==> src/rtl/lsu_pkg.sv <==
// Shared encodings for the load/store unit: access sizes and FSM states.
package lsu_pkg;

  localparam logic [1:0] SZ_B = 2'b00;
  localparam logic [1:0] SZ_H = 2'b01;
  localparam logic [1:0] SZ_W = 2'b10;

  typedef enum logic [2:0] {
    ST_IDLE,
    ST_ACCESS,
    ST_RDATA,
    ST_WRITE,
    ST_RESP
  } state_e;

endpackage

==> src/rtl/lsu_lane_align.sv <==
// Combinational lane handling: extracts/extends load data and merges sub-word store data into a RAM word.
module lsu_lane_align
  import lsu_pkg::*;
(
  input  logic [1:0]  size,
  input  logic [1:0]  a,
  input  logic        uns,
  input  logic [31:0] rdata,
  input  logic [31:0] wdata,
  output logic [31:0] ld_data,
  output logic [31:0] st_data
);

  logic [4:0]  b_sh;
  logic [4:0]  h_sh;
  logic [31:0] b_lane;
  logic [31:0] h_lane;

  assign b_sh   = {a, 3'b000};
  assign h_sh   = {a[1], 4'b0000};
  assign b_lane = rdata >> b_sh;
  assign h_lane = rdata >> h_sh;

  always_comb begin
    ld_data = rdata;
    st_data = wdata;
    case (size)
      SZ_B: begin
        ld_data = {{24{~uns & b_lane[7]}}, b_lane[7:0]};
        st_data = (rdata & ~(32'h0000_00FF << b_sh)) | ({24'b0, wdata[7:0]} << b_sh);
      end
      SZ_H: begin
        ld_data = {{16{~uns & h_lane[15]}}, h_lane[15:0]};
        st_data = (rdata & ~(32'h0000_FFFF << h_sh)) | ({16'b0, wdata[15:0]} << h_sh);
      end
      default: begin
        ld_data = rdata;
        st_data = wdata;
      end
    endcase
  end

endmodule

==> src/rtl/lsu.sv <==
// RV32 load/store unit driving a word-addressed single-port RAM; sub-word stores use read-modify-write.
// Alignment/illegal-size faults are detected only when LSU_ALIGN_CHECK_EN is defined.
module lsu
  import lsu_pkg::*;
#(
  parameter int ADDR_W = 32
) (
  input  logic              clk,
  input  logic              rst_n,
  input  logic              req_valid,
  output logic              req_ready,
  input  logic              req_we,
  input  logic [1:0]        req_size,
  input  logic              req_unsigned,
  input  logic [ADDR_W-1:0] req_addr,
  input  logic [31:0]       req_wdata,
  output logic              rsp_valid,
  output logic [31:0]       rsp_rdata,
  output logic              rsp_fault,
  output logic              ram_we,
  output logic [ADDR_W-1:0] ram_addr,
  output logic [31:0]       ram_wdata,
  input  logic [31:0]       ram_rdata
);

  state_e            state_q, state_d;
  logic [ADDR_W-1:0] addr_q, addr_d;
  logic [31:0]       wdata_q, wdata_d;
  logic [31:0]       rdata_q, rdata_d;
  logic [1:0]        size_q, size_d;
  logic              uns_q, uns_d;
  logic              we_q, we_d;
  logic              fault_q, fault_d;
  logic [1:0]        size_in;
  logic              fault_in;
  logic              accept;
  logic [31:0]       ld_data;
  logic [31:0]       st_data;

  assign accept = req_valid & req_ready;

`ifdef LSU_ALIGN_CHECK_EN
  assign size_in  = req_size;
  assign fault_in = (req_size == 2'b11) ||
                    ((req_size == SZ_H) && req_addr[0]) ||
                    ((req_size == SZ_W) && (req_addr[1:0] != 2'b00));
`else
  // Without checking, the illegal encoding degrades to a plain word access.
  assign size_in  = (req_size == 2'b11) ? SZ_W : req_size;
  assign fault_in = 1'b0;
`endif

  lsu_lane_align u_lane_align (
    .size    (size_q),
    .a       (addr_q[1:0]),
    .uns     (uns_q),
    .rdata   (ram_rdata),
    .wdata   (wdata_q),
    .ld_data (ld_data),
    .st_data (st_data)
  );

  always_comb begin
    state_d = state_q;
    addr_d  = addr_q;
    wdata_d = wdata_q;
    rdata_d = rdata_q;
    size_d  = size_q;
    uns_d   = uns_q;
    we_d    = we_q;
    fault_d = fault_q;
    case (state_q)
      ST_IDLE: begin
        if (accept) begin
          addr_d  = req_addr;
          wdata_d = req_wdata;
          rdata_d = 32'h0;
          size_d  = size_in;
          uns_d   = req_unsigned;
          we_d    = req_we;
          fault_d = fault_in;
          state_d = ST_ACCESS;
        end
      end
      ST_ACCESS: begin
        if (fault_q || (we_q && (size_q == SZ_W))) state_d = ST_RESP;
        else                                      state_d = ST_RDATA;
      end
      ST_RDATA: begin
        // wdata_q is reused to hold the merged word for the write-back cycle.
        if (we_q) begin
          wdata_d = st_data;
          state_d = ST_WRITE;
        end else begin
          rdata_d = ld_data;
          state_d = ST_RESP;
        end
      end
      ST_WRITE: state_d = ST_RESP;
      ST_RESP:  state_d = ST_IDLE;
      default:  state_d = ST_IDLE;
    endcase
  end

  always_ff @(posedge clk or negedge rst_n) begin
    if (!rst_n) begin
      state_q <= ST_IDLE;
      addr_q  <= '0;
      wdata_q <= 32'h0;
      rdata_q <= 32'h0;
      size_q  <= SZ_B;
      uns_q   <= 1'b0;
      we_q    <= 1'b0;
      fault_q <= 1'b0;
    end else begin
      state_q <= state_d;
      addr_q  <= addr_d;
      wdata_q <= wdata_d;
      rdata_q <= rdata_d;
      size_q  <= size_d;
      uns_q   <= uns_d;
      we_q    <= we_d;
      fault_q <= fault_d;
    end
  end

  assign req_ready = (state_q == ST_IDLE);
  assign rsp_valid = (state_q == ST_RESP);
  assign rsp_fault = rsp_valid & fault_q;
  assign rsp_rdata = rdata_q;
  assign ram_addr  = {addr_q[ADDR_W-1:2], 2'b00};
  assign ram_wdata = wdata_q;
  assign ram_we    = (state_q == ST_WRITE) ||
                     ((state_q == ST_ACCESS) && we_q && !fault_q && (size_q == SZ_W));

endmodule
==> config.mk <==
export PLATFORM = sky130hd
export DESIGN_NAME = lsu
export DESIGN_NICKNAME = d
export VERILOG_FILES = /design/src/rtl/lsu_pkg.sv /design/src/rtl/lsu_lane_align.sv /design/src/rtl/lsu.sv
export SDC_FILE = /design/constraint.sdc
export NUM_CORES = 1
export LEC_CHECK = 0
export ABC_AREA = 1
export BUFFER_PORTS_ARGS = -buffer_cell sky130_fd_sc_hd__buf_4
export CAP_MARGIN = 0
export CORE_UTILIZATION = 30
export CTS_CLUSTER_SIZE = 30
export DETAILED_ROUTE_END_ITERATION = 16
export MAX_ROUTING_LAYER = met4
export PLACE_DENSITY = 0.52
export SLEW_MARGIN = 25
export SYNTH_ARGS = -nofsm -noshare
export SYNTH_HDL_FRONTEND = slang
export SYNTH_SLANG_ARGS = --single-unit
export TNS_END_PERCENT = 20
==> constraint.sdc <==
create_clock -name clk -period 1.7 [get_ports clk]
set_input_delay 0.255 -clock clk [delete_from_list [all_inputs] [get_ports clk]]
set_output_delay 0.255 -clock clk [all_outputs]
set_load 0.02 [all_outputs]
==> run summary, run 1 <==
Multi-input logic area = 2640 um2
Synth-to-layout area growth = 34.48%
Buffers added on ports = 199
DRC Markers = 0
Setup bufs post-CTS = 0
Slew Limit Fails = 0
Dpl ws = 0.06865 ns
Met1 usage = 29.04%
Initial antenna violation count = 0
Part of the cycle the worst path needs = 97.03%
DRT antenna net count = 0
Synth Register Bits = 103
Min Tclk post-route = 1.649 ns
Die Span X = 141.3 um
Fin worst setup slack = 0.05054 ns
Initial DRC count = 325
Placed cell areas = 7452 um2
Total CTS buffers = 9
Crit path required time = 1.44 ns
Sw Pwr = 7.292 mW
Pwr dens = 1974 nW/um2
Sequential Area = 2580 um2
Final hold slack = 0.07823 ns
Most frequent cells in the layout = nand2_1, buf_4, dfrtp_1
Via density per instance = 4.513
Post-layout util = 41.46%
Unrepaired setup endpoints after global routing = true
Clk slew on worst S/H paths = 0.08 ns
Wirelength, routed = 20000 um
Rows = 50
Gate power share = 55.5%
Worst Skew = 0.009839 ns
Post-synthesis cell type count = 28
WL per Instance = 15.87 um
# nets final = 1098
Mapped Area = 5824 um2
Via count = 5686
Leakage power = 4.306 nW
Vias in the first global route = 5549
Setup_tns = 0 ns
Total congestion overflow = 0
Seq/Total Area, Yosys = 44.25%
Finished Cell Area = 7833 um2
Crit Path Class = flop to output port
Sw frac = 47.16%
Pint = 8.171 mW
Commonest non-fill, non-tap cell in the layout = nand2_1
Final Power = 15.46 mW
Clk buf depth = 2
Max Cap Violations = 0
Initial Utilization = 30.83%
Post-Synthesis Cells = 826
HPWL after DPL = 15130 um
Root buffer cell = clkbuf_16
Layout cells sized above 1 = 27.40%
Setup violators final = 0
Gpl congestion = 0.8567
Hold Fails Final Rpt = 0
Largest net degree at the start of global routing = 67
Clock sinks = 103
Global route hottest layer = met2
Placed Cells = 1243
Clk pwr share = 15.1%
IR Drop Worst-Case VDD = 671.1 uV
Filler cell count = 2082
Avg Inst Size Synth = 7.051 um2
Router iterations before antenna repair = 5
Worst-Skew Late Latency = 0.36 ns
Floorplan Core Area = 18890 um2
Setup crit start kind = flop
CTS tree = built
Fmax = 606.3 MHz
GR Layer Usage met2 = 32.23%
YS warnings = 0
Die Y = 141.3 um
Crit path max fanout = 4
Outcome = complete, no violations
Worst hold path type = input pin to flop
Sequential share of power = 29.4%
Ant diodes = 0
First-pass GRT wire length = 31200 um
M3 GR Usage = 2.599%
H-tree levels = 3
GR Util All Layers = 21.34%
Die Area = 19980 um2
CP Capture Type = output port
Worst EP arrival = 1.39 ns
# IOs = 203
Final cell count without fillers = 1260
FF-to-FF setup slack = 0.11 ns
final timing paths:
path                        startpoint                    endpoint  depth (start not counted)
max in group asynchronous        rst_n                   size_q[0]                          3
min in group asynchronous        rst_n  asynchronous set/reset pin                          2
min reg2reg                 addr_q[11]                  addr_q[11]                          2
max                          size_q[1]                      ram_we                          5
max reg2reg                 state_q[2]                   size_q[0]                          7
min                        req_addr[7]                   addr_q[7]                          3
synth_stat cells (all sizes together):
library cell / count / share of area, %
nor2: 66 / 4.7
inv: 48 / 3.2
o211ai: 19 / 2.6
buf: 58 / 7.2
o31ai: 1 / 0.13
o21ai: 35 / 3.0
conb: 1 / 0.064
nor3: 2 / 0.17
nand3: 19 / 2.4
dfrtp: 103 / 44
nand2: 419 / 27
a21oi: 37 / 3.4
o22ai: 7 / 0.75
clkbuf: 11 / 0.71
final cells by class:
cell class,instances,share of cell area [%]
timing repair buffer,225,22.65
inverter,48,2.428
clock buffer,10,2.923
tap,260,4.153
sequential,103,32.94
multi-input combinational,608,33.71
clock inverter,6,1.198
critical path, cell delays in order, from the launching register on:
cell	delay [ns]
dfrtp_2	0.44
inv_6	0.05
nor3_4	0.17
nor2_1	0.08
nor2_2	0.13
buf_4	0.16
kinds of logic after synthesis:
logic type / after synthesis / share of synthesized area [%]
AND/OR/NAND/NOR: 506 / 34.69
buffers and inverters: 117 / 11.11
flip-flops: 103 / 44.25
AO/OA/AOI/OAI: 99 / 9.882
other: 1 / 0.06439
what timing repair did:
action | CTS | global route
gates resized for setup | 3 | 13
pin swaps | 0 | 1
hold buffers | 1 | 0
setup endpoints to repair | 1 | 42
gates cloned | 0 | 0
endpoints found under the hold margin | 103 | 0
power groups by stage:
| stage | registers, mW | logic [mW] | clock network (mW) |
|---|---|---|---|
| 2_1_floorplan | 5.07 | 5.08 | 0 |
| 3_3_place_gp | 4.59 | 8.51 | 0 |
| 3_5_place_dp | 4.58 | 8.57 | 0 |
| 4_1_cts | 4.56 | 8.60 | 2.38 |
| 5_1_grt | 4.71 | 9.47 | 2.49 |
| 6_report | 4.55 | 8.59 | 2.33 |
routing by layer:
layer,routed length (um),vias up
met5,0,-
met3,936,27
li1,-,2884
met4,555,0
met2,9233,164
met1,9271,2611
Power figures use the tool's default switching activity.
==> run 2, diff against run 1 <==
- PLACE_DENSITY: 0.52 -> 0.53
- clock period: 1.7 -> 1.4 ns (I/O delays scaled with it)
==> run 2 against run 1 <==
The flow now finishes with violations (negative setup slack). Non-clock buffer count grew 43. First-iteration DRC count up 26%. Via count up 4.6%. Power rose by 37%. Core utilization rose by 4.5 points. Critical endpoint unchanged.
==> run summary, run 2 (same netlist as run 1, synthesis figures left out) <==
Outcome = finished, violations left
Failing checks = negative setup slack
Vias in the first global route = 5521 (-0.50%)
Min Tclk post-route = 1.548 ns
Reg-to-Reg Start = state_q[2]
Buffers added on ports = 199 (unchanged)
CP Launch Point = size_q[1]
# nets final = 1142 (+4.0%)
Leakage power = 4.671 nW (+8.5%)
FF-to-FF setup slack = -0.10 ns (-0.21 ns)
Via density per instance = 4.562 (+1.1%)
Crit Path Class = flop to output port
Worst-Skew Late Latency = 0.36 ns (about the same)
Initial Utilization = 30.83% (unchanged)
CTS tree = built
Most frequent cells in the layout = nand2_1, buf_4, dfrtp_1
Initial antenna violation count = 0 (unchanged)
Gpl congestion = 0.8970 (+4.7%)
Worst Skew = 0.008403 ns (-0.001436 ns)
Unrepaired setup endpoints after global routing = true
Die Area = 19980 um2 (unchanged)
Placed Cells = 1272 (+2.3%)
Setup crit start kind = flop
Sw Pwr = 9.963 mW (+37%)
Initial DRC count = 411 (+26%)
Wirelength, routed = 20830 um (+4.2%)
Setup violators final = 63 (+63)
Filler cell count = 2023 (-2.8%)
# IOs = 203 (unchanged)
Die Y = 141.3 um (unchanged)
Sequential Area = 2580 um2 (unchanged)
Ant diodes = 0 (unchanged)
Total congestion overflow = 0 (unchanged)
Hold Fails Final Rpt = 0 (unchanged)
First-pass GRT wire length = 31370 um (+0.55%)
Worst-Margin Slew = 0.5722 ns
H-tree levels = 3 (unchanged)
Final hold slack = 0.03542 ns (-0.04281 ns)
Worst EP arrival = 1.34 ns (-0.05 ns)
Via count = 5949 (+4.6%)
Sequential share of power = 26.1% (-3.3 points)
Rows = 50 (unchanged)
Synth-to-layout area growth = 49.22%
CP Capture Type = output port
Clk pwr share = 11.8% (-3.3 points)
Largest net degree at the start of global routing = 104 (+55%)
Crit path max fanout = 4 (unchanged)
R2R depth = 7 (unchanged)
Clk slew on worst S/H paths = 0.08 ns (about the same)
WL per Instance = 15.97 um (+0.65%)
Rel. slew slack = 61.85%
Fin worst setup slack = -0.1484 ns (-0.1990 ns)
Max Cap Violations = 0 (unchanged)
Router iterations before antenna repair = 4 (-1)
Commonest non-fill, non-tap cell in the layout = nand2_1
Final cell count without fillers = 1304 (+3.5%)
Multi-input logic area = 2990 um2 (+13%)
Layout cells sized above 1 = 37.16% (+9.8 points)
GR Util All Layers = 21.35% (about the same)
Dpl ws = -0.2923 ns (-0.3609 ns)
DRC Markers = 0 (unchanged)
Part of the cycle the worst path needs = 110.6%
Clk buf depth = 2 (unchanged)
Final Power = 21.12 mW (+37%)
Floorplan Core Area = 18890 um2 (unchanged)
HPWL after DPL = 15270 um (+0.91%)
Crit path required time = 1.19 ns (-0.25 ns)
Root buffer cell = clkbuf_16
CP Capture Point = ram_we
Worst hold path type = input pin to flop
Sw frac = 47.16% (about the same)
IR Drop Worst-Case VDD = 837.3 uV (+25%)
Die Span X = 141.3 um (unchanged)
Fmax = 645.8 MHz
Gate power share = 62.1% (+6.6 points)
Slew Limit Fails = 0 (unchanged)
Total CTS buffers = 9 (unchanged)
Pint = 11.16 mW (+37%)
Pwr dens = 2431 nW/um2 (+23%)
Clock sinks = 103 (unchanged)
Setup_tns = -2.793 ns (-2.793 ns)
DRT antenna net count = 0 (unchanged)
run 2: timing repair:
item | CTS | global route
hold buffers | 1 | 0
hold endpoints to repair | 103 | 0
gates cloned | 1 | 5
pin swaps | 4 | 20
resized for setup | 40 | 105
setup endpoints to repair | 71 | 93
setup buffers | 5 | 5
run 2: stage by stage:
step / area, um2 / util (%)
after floorplan: 5842 / -
after global placement: 7730 / 40.91
after global routing: 8691 / 46.00
after CTS: 8198 / 43.39
final: 8691 / 46.00
after detailed placement: 7730 / 40.91
run 2: power groups by stage:
stage / logic [mW] / registers [mW] / clock network (mW)
floorplan: 6.20 / 6.16 / 0
global placement: 11.1 / 5.53 / 0
detailed placement: 11.2 / 5.51 / 0
CTS: 11.7 / 5.47 / 2.57
global route: 14.3 / 5.70 / 2.67
finish: 13.1 / 5.52 / 2.49
run 2: cell type report:
cell class | instances | area share (%)
multi-input cells | 609 | 34.41
clock buffers | 9 | 2.591
well taps | 260 | 3.743
repair buffers | 268 | 26.50
inverters | 48 | 2.404
flip-flops and latches | 103 | 29.69
clock inverters | 7 | 0.6623
run 2: worst max-delay path, cell delays in order (launching register included):
cell     delay (ns)
dfrtp_2        0.43
inv_8          0.05
nor3_4         0.21
nor2_2         0.05
nor2_1         0.09
buf_4          0.15
run 2: worst min path at each step:
| stage | start | to | depth (start not counted) |
|---|---|---|---|
| after global routing | req_addr[2] | addr_q[2] | 3 |
| after CTS | req_addr[12] | addr_q[12] | 3 |
| after global placement | rst_n | ram_wdata[31] | 2 |
| after detailed placement | rst_n | ram_wdata[31] | 2 |
| final | req_addr[12] | addr_q[12] | 3 |
| after floorplan | rst_n | asynchronous set/reset pin | 0 |
run 2: routing by layer:
layer	GRT usage [%]	wire length [um]	up-vias
met4	6.064	285	0
met2	31.74	9599	170
li1	-	-	2963
met3	2.801	1125	15
met1	30.32	9819	2801
met5	-	0	-
